==> src/rtl/eva_ctr_bank.sv <==
// rtl/eva_ctr_bank.sv - EVA per-line age/class tracker with R/NR hit and eviction histograms and snapshot publish
module eva_ctr_bank #(
    parameter int LINES  = 32,
    parameter int ADDR_W = 5,
    parameter int K      = 3,
    parameter int J      = 2,
    parameter int CTR_W  = 10,
    parameter int ACC_W  = 11
) (
    input  logic                        clk,
    input  logic                        rst,
    input  logic                        re,
    input  logic                        we,
    input  logic                        hit,
    input  logic                        miss,
    input  logic                        evict_data,
    input  logic [ADDR_W-1:0]           access_addr,
    input  logic [ADDR_W-1:0]           write_addr,
    input  logic [ADDR_W-1:0]           evict_addr,
    input  logic                        snap_ready,
    output logic                        snap_valid,
    output logic [(1<<K)*CTR_W-1:0]     snap_hit_r_1d,
    output logic [(1<<K)*CTR_W-1:0]     snap_hit_nr_1d,
    output logic [(1<<K)*CTR_W-1:0]     snap_ev_r_1d,
    output logic [(1<<K)*CTR_W-1:0]     snap_ev_nr_1d,
    output logic [LINES*K-1:0]          age_1d,
    output logic [LINES-1:0]            class_1d,
    output logic                        overrun
);
    localparam int N   = 1 << K;
    localparam int AW1 = ADDR_W + 1;

    typedef enum logic {IDLE, PUBLISH} state_t;

    state_t             state;
    logic [J-1:0]       gran;
    logic [ACC_W-1:0]   acc;
    logic [K-1:0]       age [LINES];
    logic [LINES-1:0]   cls;

    logic [CTR_W-1:0]   hit_r [N];
    logic [CTR_W-1:0]   hit_nr [N];
    logic [CTR_W-1:0]   ev_r [N];
    logic [CTR_W-1:0]   ev_nr [N];
    logic [CTR_W-1:0]   s_hit_r [N];
    logic [CTR_W-1:0]   s_hit_nr [N];
    logic [CTR_W-1:0]   s_ev_r [N];
    logic [CTR_W-1:0]   s_ev_nr [N];

    logic [CTR_W-1:0]   nx_hit_r [N];
    logic [CTR_W-1:0]   nx_hit_nr [N];
    logic [CTR_W-1:0]   nx_ev_r [N];
    logic [CTR_W-1:0]   nx_ev_nr [N];
    logic [K-1:0]       nx_age [LINES];
    logic [LINES-1:0]   nx_cls;

    logic               tick, expire;
    logic               hit_ok, we_ok, ev_ok;
    logic [K-1:0]       hit_age, ev_age;
    logic               hit_cls, ev_cls;

    // miss carries no state of its own; reads tick ages through re
    logic unused;
    assign unused = miss;

    function automatic logic [CTR_W-1:0] sat_inc(input logic [CTR_W-1:0] v, input logic en);
        return (en && (v != '1)) ? v + CTR_W'(1) : v;
    endfunction

    always_comb begin
        tick    = re && (gran == '1);
        expire  = re && (acc == '1);
        hit_ok  = ({1'b0, access_addr} < AW1'(LINES));
        we_ok   = ({1'b0, write_addr}  < AW1'(LINES));
        ev_ok   = ({1'b0, evict_addr}  < AW1'(LINES));
        hit_age = '0;
        hit_cls = 1'b0;
        ev_age  = '0;
        ev_cls  = 1'b0;
        // out-of-range lines fall into NR bin 0
        if (hit_ok) begin
            hit_age = age[access_addr];
            hit_cls = cls[access_addr];
        end
        if (ev_ok) begin
            ev_age = age[evict_addr];
            ev_cls = cls[evict_addr];
        end
        for (int b = 0; b < N; b++) begin
            nx_hit_r[b]  = sat_inc(hit_r[b],  hit && hit_cls  && (hit_age == K'(b)));
            nx_hit_nr[b] = sat_inc(hit_nr[b], hit && !hit_cls && (hit_age == K'(b)));
            nx_ev_r[b]   = sat_inc(ev_r[b],   evict_data && ev_cls  && (ev_age == K'(b)));
            nx_ev_nr[b]  = sat_inc(ev_nr[b],  evict_data && !ev_cls && (ev_age == K'(b)));
        end
        nx_cls = cls;
        for (int l = 0; l < LINES; l++) begin
            nx_age[l] = age[l];
            if (tick && (age[l] != '1))
                nx_age[l] = age[l] + K'(1);
            if (hit && hit_ok && (access_addr == ADDR_W'(l))) begin
                nx_age[l] = '0;
                nx_cls[l] = 1'b1;
            end
            // a fill on the same line wins over a concurrent hit
            if (we && we_ok && (write_addr == ADDR_W'(l))) begin
                nx_age[l] = '0;
                nx_cls[l] = 1'b0;
            end
        end
    end

    always_ff @(posedge clk or posedge rst) begin
        if (rst) begin
            state      <= IDLE;
            snap_valid <= 1'b0;
            overrun    <= 1'b0;
            gran       <= '0;
            acc        <= '0;
            cls        <= '0;
            for (int l = 0; l < LINES; l++)
                age[l] <= '0;
            for (int b = 0; b < N; b++) begin
                hit_r[b]    <= '0;
                hit_nr[b]   <= '0;
                ev_r[b]     <= '0;
                ev_nr[b]    <= '0;
                s_hit_r[b]  <= '0;
                s_hit_nr[b] <= '0;
                s_ev_r[b]   <= '0;
                s_ev_nr[b]  <= '0;
            end
        end else begin
            if (re) begin
                gran <= gran + J'(1);
                acc  <= acc + ACC_W'(1);
            end
            cls <= nx_cls;
            for (int l = 0; l < LINES; l++)
                age[l] <= nx_age[l];
            for (int b = 0; b < N; b++) begin
                hit_r[b]  <= nx_hit_r[b];
                hit_nr[b] <= nx_hit_nr[b];
                ev_r[b]   <= nx_ev_r[b];
                ev_nr[b]  <= nx_ev_nr[b];
            end
            case (state)
                IDLE: begin
                    if (expire) begin
                        for (int b = 0; b < N; b++) begin
                            s_hit_r[b]  <= nx_hit_r[b];
                            s_hit_nr[b] <= nx_hit_nr[b];
                            s_ev_r[b]   <= nx_ev_r[b];
                            s_ev_nr[b]  <= nx_ev_nr[b];
                            hit_r[b]    <= nx_hit_r[b]  >> 1;
                            hit_nr[b]   <= nx_hit_nr[b] >> 1;
                            ev_r[b]     <= nx_ev_r[b]   >> 1;
                            ev_nr[b]    <= nx_ev_nr[b]  >> 1;
                        end
                        state      <= PUBLISH;
                        snap_valid <= 1'b1;
                    end
                end
                PUBLISH: begin
                    // an interval expiring here is dropped entirely
                    if (expire)
                        overrun <= 1'b1;
                    if (snap_ready) begin
                        state      <= IDLE;
                        snap_valid <= 1'b0;
                    end
                end
                default: begin
                    state      <= IDLE;
                    snap_valid <= 1'b0;
                end
            endcase
        end
    end

    assign class_1d = cls;

    for (genvar g = 0; g < N; g++) begin : g_snap
        assign snap_hit_r_1d[g*CTR_W +: CTR_W]  = s_hit_r[g];
        assign snap_hit_nr_1d[g*CTR_W +: CTR_W] = s_hit_nr[g];
        assign snap_ev_r_1d[g*CTR_W +: CTR_W]   = s_ev_r[g];
        assign snap_ev_nr_1d[g*CTR_W +: CTR_W]  = s_ev_nr[g];
    end

    for (genvar g = 0; g < LINES; g++) begin : g_age
        assign age_1d[g*K +: K] = age[g];
    end
endmodule

==> config.mk <==
export PLATFORM = sky130hd
export DESIGN_NAME = eva_ctr_bank
export DESIGN_NICKNAME = d
export VERILOG_FILES = /design/src/rtl/eva_ctr_bank.sv
export SDC_FILE = /design/constraint.sdc
export NUM_CORES = 2
export LEC_CHECK = 0
export CAP_MARGIN = 20
export CORE_MARGIN = 4
export CORE_UTILIZATION = 35
export CTS_CLUSTER_SIZE = 8
export DETAILED_ROUTE_END_ITERATION = 8
export PLACE_DENSITY = 0.55
export SYNTH_ARGS = -nofsm -noshare
export SYNTH_HDL_FRONTEND = slang
export SYNTH_SLANG_ARGS = --single-unit
export TNS_END_PERCENT = 1
==> constraint.sdc <==
create_clock -name clk -period 35 [get_ports clk]
set_clock_uncertainty 0.05 [all_clocks]
set_input_delay 3.5 -clock clk [delete_from_list [all_inputs] [get_ports clk]]
set_output_delay 3.5 -clock clk [all_outputs]
set_load 0.02 [all_outputs]
==> impl_metrics.json <==
{
  "rsz0062_at_grt": "no",
  "grt_max_degree": 220,
  "cap_viol_max_count": 0,
  "multi_input_area_um2": 21600,
  "dr.pass1.iters": 6,
  "cts_buffers": 109,
  "tritoncts": "yes",
  "dr.first_iter.drc_count": 2586,
  "power.density_nw_per_um2": 55.0,
  "hold_depth": 1,
  "drv_slew": 0,
  "clock_latency_ns": 0.70,
  "viasPerCell": 5.40,
  "slew_headroom_pct": 27.5,
  "netSwitchingPower_w": 0.000955,
  "overflow": 0,
  "holdBufCountCts": 0,
  "postCtsSetupRepairBufs": 0,
  "htree_num_levels": 3,
  "synth_warnings": 0,
  "power_frac_clock_pct": 34.0,
  "p_leak_nw": 21.6,
  "period_needed_ns": 7.76,
  "hold_path_end": "acc[8]",
  "p_total_w": 0.00283,
  "regArea_um2": 19600,
  "io_pins": 473,
  "swShare_pct": 33.8,
  "rows": 127,
  "fin_ws_ns": 27.24,
  "fp.dieArea_um2": 128000,
  "finalCritPeriodShare_pct": 22.2,
  "grt_pass1_vias": 34500,
  "top_layer": "met5",
  "critPathLaunchType": "input pin",
  "postSynthCellCount": 4575,
  "fmax_ghz": 0.129,
  "finalSetupViolations": 0,
  "ys.flop_type": "dfrtp_1",
  "post_cts_resized": 0,
  "ys_seq_elements": 784,
  "placed_area_um2": 48400,
  "num_vias": 35200,
  "synth.net_count": 4696,
  "setup_tns_ns": 0,
  "hold_class": "reg2reg",
  "pwr-share-comb_pct": 24.3,
  "reg2regPathDepth": 10,
  "fp.dieW_um": 357,
  "start_util_pct": 35.4,
  "final_area_um2": 51400,
  "post-dp-hpwl_um": 91400,
  "synth_top_area_share_pct": 46.0,
  "path_clk_slew_ns": 0.05,
  "p_int_w": 0.00187,
  "worstMarginPinSlew_ns": 1.09,
  "antenna_found_initial": 2,
  "pre_cts_ws_ns": 26.60,
  "portBuffers": 471,
  "cp_max_fo": 44,
  "ys_types": 101,
  "status": "finished, final reports clean",
  "pwr-share-seq_pct": 41.7,
  "timing.rr.end": "ev_nr[15]",
  "seq_area_frac_synth_pct": 46.0,
  "drc": 0,
  "synth_edf_count": 0,
  "fin_hold_ws_ns": 0.422,
  "ant_nets": 0,
  "area_growth_pct": 20.6,
  "finalHoldViolations": 0,
  "grt_pass1_wl_um": 205000,
  "synthTopCellsByArea": "dfrtp_1, mux2i_1, nand2_1, nor2_1, a21oi_1",
  "critical_path_class": "in2reg",
  "place_congestion": 0.862,
  "critPathRequiredTime_ns": 35.46,
  "synth_area_leader_cell": "dfrtp_1",
  "worstPathArrival_ns": 8.22,
  "cts_root_buffer": "clkbuf_16",
  "synth.avg_cell_area_um2": 9.32,
  "core_um2": 120000,
  "worstReg2RegStart": "acc[0]",
  "drive_gt1_share_pct": 5.82,
  "clock_path_buffers": 3,
  "drt-total-wl_um": 132000,
  "r2r_slack_ns": 30.57,
  "wl_met3_um": 8710,
  "fillers": 11800,
  "peakVddDrop_mv": 0.0475,
  "fp.dieH_um": 357,
  "syn_area_um2": 42600,
  "hold_path.startpoint": "acc[8]",
  "routed-wl-met2_um": 60000,
  "end_kind": "flip-flop",
  "grt_use_total_pct": 20.3,
  "final_nets": 5014,
  "numClockSinks": 784,
  "async_flop_share_pct": 100,
  "drt-met1-wl_um": 59600,
  "routedWlPerCell_um": 20.2
}
## cell usage in the layout (no fill, tap or decap), types with 98 or more instances in the layout
cell / instances
a21oi_1: 324
and3_1: 108
clkbuf_16: 109
clkdlybuf4s50_1: 469
dfrtp_1: 784
ha_1: 98
mux2i_1: 221
nand2_1: 567
nand3_1: 192
nor2_1: 508
nor3_1: 106
o21ai_0: 311
xnor2_1: 140
xor2_1: 150
## sequential cells by signal (all words and copies together) (netlist names)
signal          count
acc                11
age_1d             96
class_1d           32
ev_nr              80
ev_r               80
gran                2
hit_nr             80
hit_r              80
overrun             1
snap_ev_nr_1d      80
snap_ev_r_1d       80
snap_hit_nr_1d     80
snap_hit_r_1d      80
snap_valid          1
state               1
## synthesized netlist by cell type (46+ instances only)
library cell and n:
xnor2_1 140, nor2_1 509, mux2i_1 221, nor3_1 107, xor2_1 150, o21ai_0 311
o21a_1 51, nand3_1 192, nand2_1 569, dfrtp_1 784, nand4_1 90, clkbuf_1 238
and2_1 46, a21oi_1 324, and3_1 109, ha_1 98
## cells by family after synthesis
group / count (synthesis) / share of synthesized area, %
AND/OR/NAND/NOR: 1786 / 19.8
XOR/XNOR: 290 / 5.96
flip-flops: 784 / 46.0
AO/OA/AOI/OAI: 990 / 14.0
multiplexers: 286 / 8.01
buffers and inverters: 341 / 3.42
adder cells (fa/ha/maj): 98 / 2.88
## cell type report
type / instances / area share [%]
Inverter: 35 / 0.270
Tap cell: 1612 / 3.92
Clock buffer: 120 / 5.42
Sequential cell: 784 / 38.2
Clock inverter: 8 / 0.319
Multi-Input combinational cell: 3450 / 42.1
Antenna cell: 3 / 0.0146
Timing Repair Buffer: 513 / 9.84
## worst max-delay path by stage
stage / start / endpoint / cells after the start
detailed placement: access_addr[2] / snap_hit_r_1d[4] / 10
CTS: access_addr[2] / hit_r[73] / 10
finish: access_addr[1] / snap_hit_r_1d[4] / 11
floorplan: rst / acc[0] / 1
global route: re / ev_nr[15] / 10
global placement: access_addr[2] / snap_hit_r_1d[4] / 10
## metrics by stage
stage	cells	utilization [%]
global placement	6392	40.2
CTS	6520	42.7
global route	6522	42.7
floorplan	4575	-
detailed placement	6392	40.2
finish	6525	42.7
## per-layer routing
metal / global-route usage [%] / vias up
met2: 32.2 / 956
met4: 5.96 / 2
met3: 4.45 / 167
met5: 0 / -
li1: - / 16900
met1: 27.9 / 17300
## power groups by stage
stage                     combinational [W]  sequential [W]  clock [W]
after floorplan                    0.000378         0.00120          0
after global placement             0.000679         0.00119          0
after detailed placement           0.000690         0.00119          0
after CTS                          0.000696         0.00118   0.000995
after global routing               0.000762         0.00120    0.00103
final                              0.000688         0.00118   0.000961
## critical path, stage by stage
cell and delay, ns:
buf_2 0.41, buf_4 0.67, mux4_2 0.47, a221oi_1 0.42, a211o_1 0.19, o211ai_1 0.31
or3_1 0.62, nor4_2 0.97, nand2_1 0.20, xor2_1 0.30, a21oi_1 0.11
Power figures use the tool's default switching activity.
